**config.mk**
```make
export PLATFORM = sky130hd
export DESIGN_NAME = id_ctrl_pipe_flat
export DESIGN_NICKNAME = d
export VERILOG_FILES = /design/src/rtl/ctrl_pkg.sv /design/src/rtl/id_ctrl_pipe_if.sv /design/src/rtl/id_ctrl_pipe_cond_check.sv /design/src/rtl/id_ctrl_pipe.sv /design/src/flat_wrapper.sv
export SDC_FILE = /design/constraint.sdc
export NUM_CORES = 1
export LEC_CHECK = 0
export CELL_PAD_IN_SITES_DETAIL_PLACEMENT = 1
export CELL_PAD_IN_SITES_GLOBAL_PLACEMENT = 2
export CORE_MARGIN = 1
export CORE_UTILIZATION = 31
export CTS_BUF_LIST = sky130_fd_sc_hd__clkbuf_8
export DETAILED_ROUTE_END_ITERATION = 10
export HOLD_SLACK_MARGIN = 0.08
export PLACE_DENSITY_LB_ADDON = 0.2
export SYNTH_ARGS = -nofsm -noshare
export SYNTH_HDL_FRONTEND = slang
export SYNTH_SLANG_ARGS = --single-unit
```
**constraint.sdc**
```tcl
create_clock -name clk -period 8.3 [get_ports clk]
set_input_delay 2.49 -clock clk [delete_from_list [all_inputs] [get_ports clk]]
set_output_delay 2.49 -clock clk [all_outputs]
set_load 0.02 [all_outputs]
```
**src/rtl/ctrl_pkg.sv**
```systemverilog
`default_nettype none
// ============================================================================
// Module   : ctrl_pkg
// Brief    : Shared encodings and control bundle for the ID/EX control stage.
// Revision : 1.0
// ============================================================================
package ctrl_pkg;

  localparam logic [1:0] MODE_DP    = 2'b00;
  localparam logic [1:0] MODE_MEM   = 2'b01;
  localparam logic [1:0] MODE_BR    = 2'b10;
  localparam logic [1:0] MODE_UNDEF = 2'b11;

  localparam logic [3:0] OP_AND = 4'b0000;
  localparam logic [3:0] OP_EOR = 4'b0001;
  localparam logic [3:0] OP_SUB = 4'b0010;
  localparam logic [3:0] OP_ADD = 4'b0100;
  localparam logic [3:0] OP_ADC = 4'b0101;
  localparam logic [3:0] OP_SBC = 4'b0110;
  localparam logic [3:0] OP_TST = 4'b1000;
  localparam logic [3:0] OP_CMP = 4'b1010;
  localparam logic [3:0] OP_ORR = 4'b1100;
  localparam logic [3:0] OP_MOV = 4'b1101;
  localparam logic [3:0] OP_MVN = 4'b1111;

  localparam logic [3:0] CMD_NOP = 4'b0000;
  localparam logic [3:0] CMD_MOV = 4'b0001;
  localparam logic [3:0] CMD_ADD = 4'b0010;
  localparam logic [3:0] CMD_ADC = 4'b0011;
  localparam logic [3:0] CMD_SUB = 4'b0100;
  localparam logic [3:0] CMD_SBC = 4'b0101;
  localparam logic [3:0] CMD_AND = 4'b0110;
  localparam logic [3:0] CMD_ORR = 4'b0111;
  localparam logic [3:0] CMD_EOR = 4'b1000;
  localparam logic [3:0] CMD_MVN = 4'b1001;
  localparam logic [3:0] CMD_MUL = 4'b1010;

  localparam logic [3:0] COND_EQ = 4'b0000;
  localparam logic [3:0] COND_NE = 4'b0001;
  localparam logic [3:0] COND_CS = 4'b0010;
  localparam logic [3:0] COND_CC = 4'b0011;
  localparam logic [3:0] COND_MI = 4'b0100;
  localparam logic [3:0] COND_PL = 4'b0101;
  localparam logic [3:0] COND_VS = 4'b0110;
  localparam logic [3:0] COND_VC = 4'b0111;
  localparam logic [3:0] COND_HI = 4'b1000;
  localparam logic [3:0] COND_LS = 4'b1001;
  localparam logic [3:0] COND_GE = 4'b1010;
  localparam logic [3:0] COND_LT = 4'b1011;
  localparam logic [3:0] COND_GT = 4'b1100;
  localparam logic [3:0] COND_LE = 4'b1101;
  localparam logic [3:0] COND_AL = 4'b1110;
  localparam logic [3:0] COND_NV = 4'b1111;

  typedef struct packed {
    logic [3:0] cmd;
    logic       mem_read;
    logic       mem_write;
    logic       wb_enable;
    logic       branch_taken;
    logic       status_update;
    logic       valid;
    logic       undef;
  } ctrl_t;

  localparam ctrl_t CTRL_BUBBLE = '0;

  // Writing ALU opcodes only; compares and unlisted opcodes return CMD_NOP.
  function automatic logic [3:0] alu_cmd(input logic [3:0] op);
    case (op)
      OP_MOV:  alu_cmd = CMD_MOV;
      OP_MVN:  alu_cmd = CMD_MVN;
      OP_ADD:  alu_cmd = CMD_ADD;
      OP_ADC:  alu_cmd = CMD_ADC;
      OP_SUB:  alu_cmd = CMD_SUB;
      OP_SBC:  alu_cmd = CMD_SBC;
      OP_AND:  alu_cmd = CMD_AND;
      OP_ORR:  alu_cmd = CMD_ORR;
      OP_EOR:  alu_cmd = CMD_EOR;
      default: alu_cmd = CMD_NOP;
    endcase
  endfunction

endpackage
`default_nettype wire

```
**src/rtl/id_ctrl_pipe_if.sv**
```systemverilog
`default_nettype none
// ============================================================================
// Module   : id_ctrl_pipe_if
// Brief    : Decode-side inputs and EX-side controls of the ID/EX control stage.
// Revision : 1.0
// ============================================================================
interface id_ctrl_pipe_if #(
  parameter int CMD_W = 4
);
  logic             freeze;
  logic             flush;
  logic             valid_in;
  logic [1:0]       mode;
  logic [3:0]       opcode;
  logic             s_bit;
  logic [3:0]       cond;
  logic             is_mul;
  logic [3:0]       status;

  logic [CMD_W-1:0] exe_cmd;
  logic             mem_read;
  logic             mem_write;
  logic             wb_enable;
  logic             branch_taken;
  logic             status_update;
  logic             valid_out;
  logic             undef_instr;
  logic             busy;

  modport master (
    output freeze, flush, valid_in, mode, opcode, s_bit, cond, is_mul, status,
    input  exe_cmd, mem_read, mem_write, wb_enable, branch_taken,
           status_update, valid_out, undef_instr, busy
  );

  modport slave (
    input  freeze, flush, valid_in, mode, opcode, s_bit, cond, is_mul, status,
    output exe_cmd, mem_read, mem_write, wb_enable, branch_taken,
           status_update, valid_out, undef_instr, busy
  );
endinterface
`default_nettype wire

```
**src/rtl/id_ctrl_pipe_cond_check.sv**
```systemverilog
`default_nettype none
// ============================================================================
// Module   : cond_check
// Brief    : Combinational ARM condition-field evaluation against NZCV.
// Revision : 1.0
// ============================================================================
module cond_check
  import ctrl_pkg::*;
(
  input  logic [3:0] cond,
  input  logic [3:0] status,
  output logic       pass
);
  logic n, z, c, v;
  assign {n, z, c, v} = status;

  always_comb begin
    case (cond)
      COND_EQ: pass = z;
      COND_NE: pass = !z;
      COND_CS: pass = c;
      COND_CC: pass = !c;
      COND_MI: pass = n;
      COND_PL: pass = !n;
      COND_VS: pass = v;
      COND_VC: pass = !v;
      COND_HI: pass = c & !z;
      COND_LS: pass = !c | z;
      COND_GE: pass = (n == v);
      COND_LT: pass = (n != v);
      COND_GT: pass = !z & (n == v);
      COND_LE: pass = z | (n != v);
      COND_AL: pass = 1'b1;
      default: pass = 1'b0;
    endcase
  end
endmodule
`default_nettype wire

```
**src/rtl/id_ctrl_pipe.sv**
```systemverilog
`default_nettype none
// ============================================================================
// Module   : id_ctrl_pipe
// Brief    : Registered decode/control stage with cond check, freeze/flush and
//            a multi-cycle multiply sequencer.
// Revision : 1.0
// ============================================================================
module id_ctrl_pipe
  import ctrl_pkg::*;
#(
  parameter int CMD_W      = 4,
  parameter int ENABLE_MUL = 1,
  parameter int MUL_CYCLES = 3
) (
  input  logic           clk,
  input  logic           rst_n,
  id_ctrl_pipe_if.slave  bus
);
  localparam int              CNT_W     = $clog2(MUL_CYCLES) + 1;
  localparam bit              MUL_EN    = (ENABLE_MUL != 0);
  localparam bit              MUL_MULTI = MUL_EN && (MUL_CYCLES > 1);
  localparam logic [CNT_W-1:0] CNT_LAST = CNT_W'(MUL_CYCLES - 1);

  localparam logic [0:0] ST_IDLE     = 1'b0;
  localparam logic [0:0] ST_MUL_WAIT = 1'b1;

  logic [0:0]       r_state, w_state_nxt;
  logic [CNT_W-1:0] r_cnt, w_cnt_nxt;
  ctrl_t            r_ctrl, w_ctrl_nxt, w_dec;
  logic             w_pass, w_issue, w_mul_start, w_busy;

  cond_check u_cond_check (
    .cond   (bus.cond),
    .status (bus.status),
    .pass   (w_pass)
  );

  always_comb begin
    w_dec       = CTRL_BUBBLE;
    w_dec.valid = 1'b1;
    case (bus.mode)
      MODE_DP: begin
        if (MUL_EN && bus.is_mul) begin
          w_dec.cmd           = CMD_MUL;
          w_dec.wb_enable     = 1'b1;
          w_dec.status_update = bus.s_bit;
        end else if (bus.opcode == OP_CMP) begin
          w_dec.cmd           = CMD_SUB;
          w_dec.status_update = 1'b1;
        end else if (bus.opcode == OP_TST) begin
          w_dec.cmd           = CMD_AND;
          w_dec.status_update = 1'b1;
        end else begin
          // No writing ALU command encodes as 0, so NOP marks an unlisted opcode.
          w_dec.cmd           = alu_cmd(bus.opcode);
          w_dec.wb_enable     = (w_dec.cmd != CMD_NOP);
          w_dec.status_update = bus.s_bit & w_dec.wb_enable;
        end
      end
      MODE_MEM: begin
        w_dec.cmd       = CMD_ADD;
        w_dec.mem_read  = bus.s_bit;
        w_dec.wb_enable = bus.s_bit;
        w_dec.mem_write = !bus.s_bit;
      end
      MODE_BR:  w_dec.branch_taken = 1'b1;
      default:  w_dec.undef        = 1'b1;
    endcase
  end

  assign w_issue     = bus.valid_in & w_pass;
  assign w_mul_start = MUL_MULTI & w_issue & (bus.mode == MODE_DP) & bus.is_mul;

  always_comb begin
    w_state_nxt = r_state;
    w_cnt_nxt   = r_cnt;
    w_ctrl_nxt  = w_issue ? w_dec : CTRL_BUBBLE;
    w_busy      = 1'b0;
    case (r_state)
      ST_IDLE: begin
        if (w_mul_start) begin
          w_busy      = 1'b1;
          w_ctrl_nxt  = CTRL_BUBBLE;
          w_cnt_nxt   = CNT_W'(1);
          w_state_nxt = ST_MUL_WAIT;
        end
      end
      ST_MUL_WAIT: begin
        // The final cycle issues whatever the held inputs decode to now, so a
        // status change during the wait is honoured.
        if (r_cnt == CNT_LAST) begin
          w_cnt_nxt   = '0;
          w_state_nxt = ST_IDLE;
        end else begin
          w_busy     = 1'b1;
          w_ctrl_nxt = CTRL_BUBBLE;
          w_cnt_nxt  = r_cnt + CNT_W'(1);
        end
      end
      default: w_state_nxt = ST_IDLE;
    endcase
    if (bus.flush) begin
      w_busy      = 1'b0;
      w_ctrl_nxt  = CTRL_BUBBLE;
      w_cnt_nxt   = '0;
      w_state_nxt = ST_IDLE;
    end
  end

  always_ff @(posedge clk or negedge rst_n) begin
    if (!rst_n) begin
      r_state <= ST_IDLE;
      r_cnt   <= '0;
      r_ctrl  <= CTRL_BUBBLE;
    end else if (bus.flush || !bus.freeze) begin
      r_state <= w_state_nxt;
      r_cnt   <= w_cnt_nxt;
      r_ctrl  <= w_ctrl_nxt;
    end
  end

  assign bus.exe_cmd       = CMD_W'(r_ctrl.cmd);
  assign bus.mem_read      = r_ctrl.mem_read;
  assign bus.mem_write     = r_ctrl.mem_write;
  assign bus.wb_enable     = r_ctrl.wb_enable;
  assign bus.branch_taken  = r_ctrl.branch_taken;
  assign bus.status_update = r_ctrl.status_update;
  assign bus.valid_out     = r_ctrl.valid;
  assign bus.undef_instr   = r_ctrl.undef;
  assign bus.busy          = w_busy & rst_n;
endmodule
`default_nettype wire

```
**src/flat_wrapper.sv**
```systemverilog
// flat-port wrapper written by rule: the top's interface ports become plain ports
module id_ctrl_pipe_flat import ctrl_pkg::*;
#(
  parameter int CMD_W      = 4,
  parameter int ENABLE_MUL = 1,
  parameter int MUL_CYCLES = 3
)
  (clk, rst_n, bus_freeze, bus_flush, bus_valid_in, bus_mode, bus_opcode, bus_s_bit, bus_cond, bus_is_mul, bus_status, bus_exe_cmd, bus_mem_read, bus_mem_write, bus_wb_enable, bus_branch_taken, bus_status_update, bus_valid_out, bus_undef_instr, bus_busy);
  id_ctrl_pipe_if #(.CMD_W(CMD_W)) bus_i ();
  input  logic clk;
  input  logic rst_n;
  input wire logic [$bits(bus_i.freeze)-1:0] bus_freeze;
  input wire logic [$bits(bus_i.flush)-1:0] bus_flush;
  input wire logic [$bits(bus_i.valid_in)-1:0] bus_valid_in;
  input wire logic [$bits(bus_i.mode)-1:0] bus_mode;
  input wire logic [$bits(bus_i.opcode)-1:0] bus_opcode;
  input wire logic [$bits(bus_i.s_bit)-1:0] bus_s_bit;
  input wire logic [$bits(bus_i.cond)-1:0] bus_cond;
  input wire logic [$bits(bus_i.is_mul)-1:0] bus_is_mul;
  input wire logic [$bits(bus_i.status)-1:0] bus_status;
  output wire logic [$bits(bus_i.exe_cmd)-1:0] bus_exe_cmd;
  output wire logic [$bits(bus_i.mem_read)-1:0] bus_mem_read;
  output wire logic [$bits(bus_i.mem_write)-1:0] bus_mem_write;
  output wire logic [$bits(bus_i.wb_enable)-1:0] bus_wb_enable;
  output wire logic [$bits(bus_i.branch_taken)-1:0] bus_branch_taken;
  output wire logic [$bits(bus_i.status_update)-1:0] bus_status_update;
  output wire logic [$bits(bus_i.valid_out)-1:0] bus_valid_out;
  output wire logic [$bits(bus_i.undef_instr)-1:0] bus_undef_instr;
  output wire logic [$bits(bus_i.busy)-1:0] bus_busy;
  assign bus_i.freeze = bus_freeze;
  assign bus_i.flush = bus_flush;
  assign bus_i.valid_in = bus_valid_in;
  assign bus_i.mode = bus_mode;
  assign bus_i.opcode = bus_opcode;
  assign bus_i.s_bit = bus_s_bit;
  assign bus_i.cond = bus_cond;
  assign bus_i.is_mul = bus_is_mul;
  assign bus_i.status = bus_status;
  assign bus_exe_cmd = bus_i.exe_cmd;
  assign bus_mem_read = bus_i.mem_read;
  assign bus_mem_write = bus_i.mem_write;
  assign bus_wb_enable = bus_i.wb_enable;
  assign bus_branch_taken = bus_i.branch_taken;
  assign bus_status_update = bus_i.status_update;
  assign bus_valid_out = bus_i.valid_out;
  assign bus_undef_instr = bus_i.undef_instr;
  assign bus_busy = bus_i.busy;
  id_ctrl_pipe #(.CMD_W(CMD_W), .ENABLE_MUL(ENABLE_MUL), .MUL_CYCLES(MUL_CYCLES)) u_core (.clk(clk), .rst_n(rst_n), .bus(bus_i));
endmodule
```
==> results.sh <==
export IMPL_path_max_fanout=9
export IMPL_synth_top_cells_by_area="sky130_fd_sc_hd__dfrtp_1, sky130_fd_sc_hd__a32o_1, sky130_fd_sc_hd__nand2_1"
export IMPL_synth_top_cells_by_count="sky130_fd_sc_hd__nand2_1, sky130_fd_sc_hd__dfrtp_1, sky130_fd_sc_hd__inv_1, sky130_fd_sc_hd__nor2_1, sky130_fd_sc_hd__o21ai_0"
export IMPL_r2r_setup_slack_ns=6.31
export IMPL_synth_area_mux_share=0.0248
export IMPL_synthFlopType="sky130_fd_sc_hd__dfrtp_1"
export IMPL_gp_congestion=0.780
export IMPL_worst_r2r_endpoint="u_core.bus.exe_cmd[3]"
export IMPL_overflow=0
export IMPL_worstRegToRegCells=5
export IMPL_synthesis_instances=145
export IMPL_grt_antenna_before_repair=0
export IMPL_floorplan_die_height_um=65.8
export IMPL_post_synth_edffs=0
export IMPL_fmax_mhz=130
export IMPL_antenna_left=0
export IMPL_cts_setup_buffers=0
export IMPL_yosys_register_bits=15
export IMPL_timing_setup_critical_path_class="input port to output pin"
export IMPL_drt_iter0_drc=43
export IMPL_endpoint="bus_busy"
export IMPL_synth_most_common_cell="sky130_fd_sc_hd__nand2_1"
export IMPL_insertion_delay_to_the_later_sink_of_the_worst_skew_pair_ns=0.25
export IMPL_hold_worst_slack_ns=0.491
export IMPL_postRouteWirelength_um=3430
export IMPL_gr_usage_all_layers=0.179
export IMPL_layout_drive_gt1_share=0.0809
export IMPL_combinational_share_of_power=0.253
export IMPL_dr_pass1_iters=3
export IMPL_total_switching_power_w=0.0000537
export IMPL_area_share_of_fa_ha_maj_cells_after_synthesis=0.0396
export IMPL_grt_first_pass_wirelength_um=5980
export IMPL_avgViaCountPerCell=5.39
export IMPL_power_share_sequential=0.412
export IMPL_syn_area_um2=1260
export IMPL_synth_top_family_by_area="compound AO/OA/AOI/OAI gates"
export IMPL_design_core_area_um2=3770
export IMPL_place_port_buffers=32
export IMPL_synthXorXnorAreaFrac=0.0208
export IMPL_number_of_maximum_capacitance_constraint_violations=0
export IMPL_clock_skew_ns=0.00498
export IMPL_setup_viol=0
export IMPL_final_hold_violation_count=0
export IMPL_unique_cell_type_count_in_the_yosys_netlist=48
export IMPL_int_power_w=0.000128
export IMPL_min_path_type="flip-flop to flip-flop"
export IMPL_worst_endpoint_arrival_ns=5.18
export IMPL_synth_seq_area_share=0.297
export IMPL_endpoint_kind="output pin"
export IMPL_synth_top_area_frac=0.297
export IMPL_drt_wirelength_per_cell_um=15.5
export IMPL_clock_power_share=0.336
export IMPL_max_clock_path_buffers=2
export IMPL_initial_utilization=0.335
export IMPL_antenna_cells=0
export IMPL_timing_critical_path_required_ns=5.81
export IMPL_design_portCount=33
export IMPL_design_final_nets=199
export IMPL_h_tree_level_count=1
export IMPL_relSlewSlack=0.431
export IMPL_switching_power_as_a_share_of_total_power=0.295
export IMPL_ir_worst_vdd_mv=0.0352
export IMPL_post_route_worst_setup_slack_ns=0.634
export IMPL_place_hpwl_um=2720
export IMPL_run_status="complete, no violations"
export IMPL_synth_simple_area_share=0.257
export IMPL_unrepaired_setup_endpoints_after_global_routing="no"
export IMPL_period_needed_ns=7.67
export IMPL_cts_reportedPaths_clkPinSlew_ns=0.07
export IMPL_cts_hold_repair_buffers=0
export IMPL_cell_chosen_for_the_clock_root="sky130_fd_sc_hd__clkbuf_8"
export IMPL_synth_compound_gate_area_share=0.283
export IMPL_layout_area_overhead_vs_synth_pct=29.6
export IMPL_die_width_um=65.8
export IMPL_largest_net_degree_at_the_start_of_global_routing=14
export IMPL_cts_buffers_inserted=3
export IMPL_fraction_of_registers_with_async_set_or_reset_after_synthesis=1.00
export IMPL_first_global_vias=1268
export IMPL_cts_resized=0
export IMPL_vias=1192
export IMPL_power_leakage_nw=0.628
export IMPL_yosys_area_top_type="sky130_fd_sc_hd__dfrtp_1"
export IMPL_fillCellCount=461
export IMPL_drc=0
export IMPL_critical_register_to_register_path_startpoint="u_core.r_cnt[0]"
export IMPL_critPathLaunch="bus_cond[2]"
export IMPL_min_period_over_period=0.924
export IMPL_startpoint_type="input port"
export IMPL_totalNegativeSetupSlack_ns=0
export IMPL_tritoncts_clock_tree="built"
export IMPL_power_density_nw_per_um2=111
export IMPL_max_slew_vio_count=0
export IMPL_postSynthNetCount=170
export IMPL_timing_worst_slew_pin_value_ns=0.852
export IMPL_design_die_area_um2=4330
export IMPL_rows=22
export IMPL_yosys_warnings=0
export IMPL_cts_sinks=15
export IMPL_syn_mean_instance_area_um2=8.71
export IMPL_dpl_worst_slack_ns=0.626
[power by group through the flow]
stage | Clock (W) | Sequential (W) | Combinational (W)
after floorplan | 0 | 0.0000772 | 0.0000258
after global placement | 0 | 0.0000763 | 0.0000449
after detailed placement | 0 | 0.0000764 | 0.0000464
after CTS | 0.0000642 | 0.0000750 | 0.0000466
after global routing | 0.0000667 | 0.0000751 | 0.0000510
final | 0.0000612 | 0.0000750 | 0.0000460
[registers in the layout, summed over array words and instances (netlist names)]
register	count
u_core.bus.exe_cmd	4
u_core.r_cnt	3
u_core.bus.branch_taken	1
u_core.bus.mem_read	1
u_core.bus.mem_write	1
u_core.bus.status_update	1
u_core.bus.undef_instr	1
u_core.bus.valid_out	1
u_core.bus.wb_enable	1
u_core.r_state	1
[logic make-up after synthesis]
logic type | after synthesis
AND/OR/NAND/NOR | 57
AO/OA/AOI/OAI | 44
buffers and inverters | 19
flip-flops | 15
adder cells (fa/ha/maj) | 4
XOR/XNOR | 3
multiplexers | 3
[critical path: stages]
cell	delay [ns]
sky130_fd_sc_hd__clkdlybuf4s50_1	0.64
sky130_fd_sc_hd__nor4bb_1	0.35
sky130_fd_sc_hd__a221o_1	0.22
sky130_fd_sc_hd__o2111ai_2	0.17
sky130_fd_sc_hd__and3_1	0.32
sky130_fd_sc_hd__o41ai_1	0.33
sky130_fd_sc_hd__clkdlybuf4s50_1	0.66
[through the flow]
stage | utilization | power (W) | instance area, um2 | instances
floorplan | - | 0.000103 | 1260 | 145
global route | 0.434 | 0.000193 | 1640 | 221
finish | 0.434 | 0.000182 | 1640 | 221
detailed placement | 0.422 | 0.000123 | 1590 | 217
CTS | 0.434 | 0.000186 | 1640 | 221
global placement | 0.422 | 0.000121 | 1590 | 217
[cells in the final DEF, fill, tap and decap left out, types with 2 or more instances in the layout]
cell | Yosys | layout
sky130_fd_sc_hd__inv_1 | 10 | 10
sky130_fd_sc_hd__clkbuf_8 | 0 | 3
sky130_fd_sc_hd__or3_1 | 2 | 2
sky130_fd_sc_hd__nor4bb_1 | 2 | 2
sky130_fd_sc_hd__xnor2_1 | 3 | 3
sky130_fd_sc_hd__nand2b_1 | 5 | 5
sky130_fd_sc_hd__a21oi_1 | 6 | 6
sky130_fd_sc_hd__mux2i_1 | 2 | 2
sky130_fd_sc_hd__nor3_1 | 2 | 2
sky130_fd_sc_hd__dfrtp_1 | 15 | 15
sky130_fd_sc_hd__o21ai_0 | 8 | 8
sky130_fd_sc_hd__nor4b_1 | 3 | 3
sky130_fd_sc_hd__nor2b_1 | 7 | 7
sky130_fd_sc_hd__a31oi_1 | 2 | 2
sky130_fd_sc_hd__nand2_1 | 17 | 17
sky130_fd_sc_hd__nor2_1 | 8 | 8
sky130_fd_sc_hd__ha_1 | 4 | 4
sky130_fd_sc_hd__nand3_1 | 2 | 2
sky130_fd_sc_hd__o211ai_1 | 2 | 2
sky130_fd_sc_hd__a32o_1 | 7 | 7
sky130_fd_sc_hd__clkdlybuf4s50_1 | 0 | 32
sky130_fd_sc_hd__a211oi_1 | 3 | 3
sky130_fd_sc_hd__a211o_1 | 2 | 2
[how the worst min path moves through the flow]
| stage | from | endpoint | slack, ns | depth (start not counted) |
|---|---|---|---|---|
| 3_5_place_dp | u_core.bus.undef_instr | u_core.bus.undef_instr | 0.48 | 1 |
| 3_3_place_gp | u_core.bus.exe_cmd[3] | u_core.bus.exe_cmd[3] | 0.48 | 1 |
| 6_report | u_core.bus.undef_instr | u_core.bus.undef_instr | 0.49 | 1 |
| 5_1_grt | u_core.bus.exe_cmd[3] | u_core.bus.exe_cmd[3] | 0.53 | 1 |
| 4_1_cts | u_core.bus.undef_instr | u_core.bus.undef_instr | 0.50 | 1 |
| 2_1_floorplan | u_core.r_cnt[0] | u_core.r_cnt[0] | 0.53 | 1 |
[routing by layer]
layer / wire (um) / vias up / track usage / share of wire
li1: - / 593 / - / -
met3: 98 / 4 / 0.0172 / 0.029
met5: 0 / - / 0 / 0
met4: 67 / 0 / 0.0815 / 0.020
met1: 1550 / 575 / 0.221 / 0.45
met2: 1710 / 20 / 0.311 / 0.50
[cell type report]
type                    instances  area [um2]  area share
flip-flops and latches         15         375       0.229
repair buffers                 33         328       0.200
multi-input cells             111         790       0.482
inverters                      10        37.5      0.0229
well taps                      48        60.1      0.0367
clock inverters                 1        5.00     0.00306
clock buffers                   3        41.3      0.0252
(Power assumes the default switching activity.)
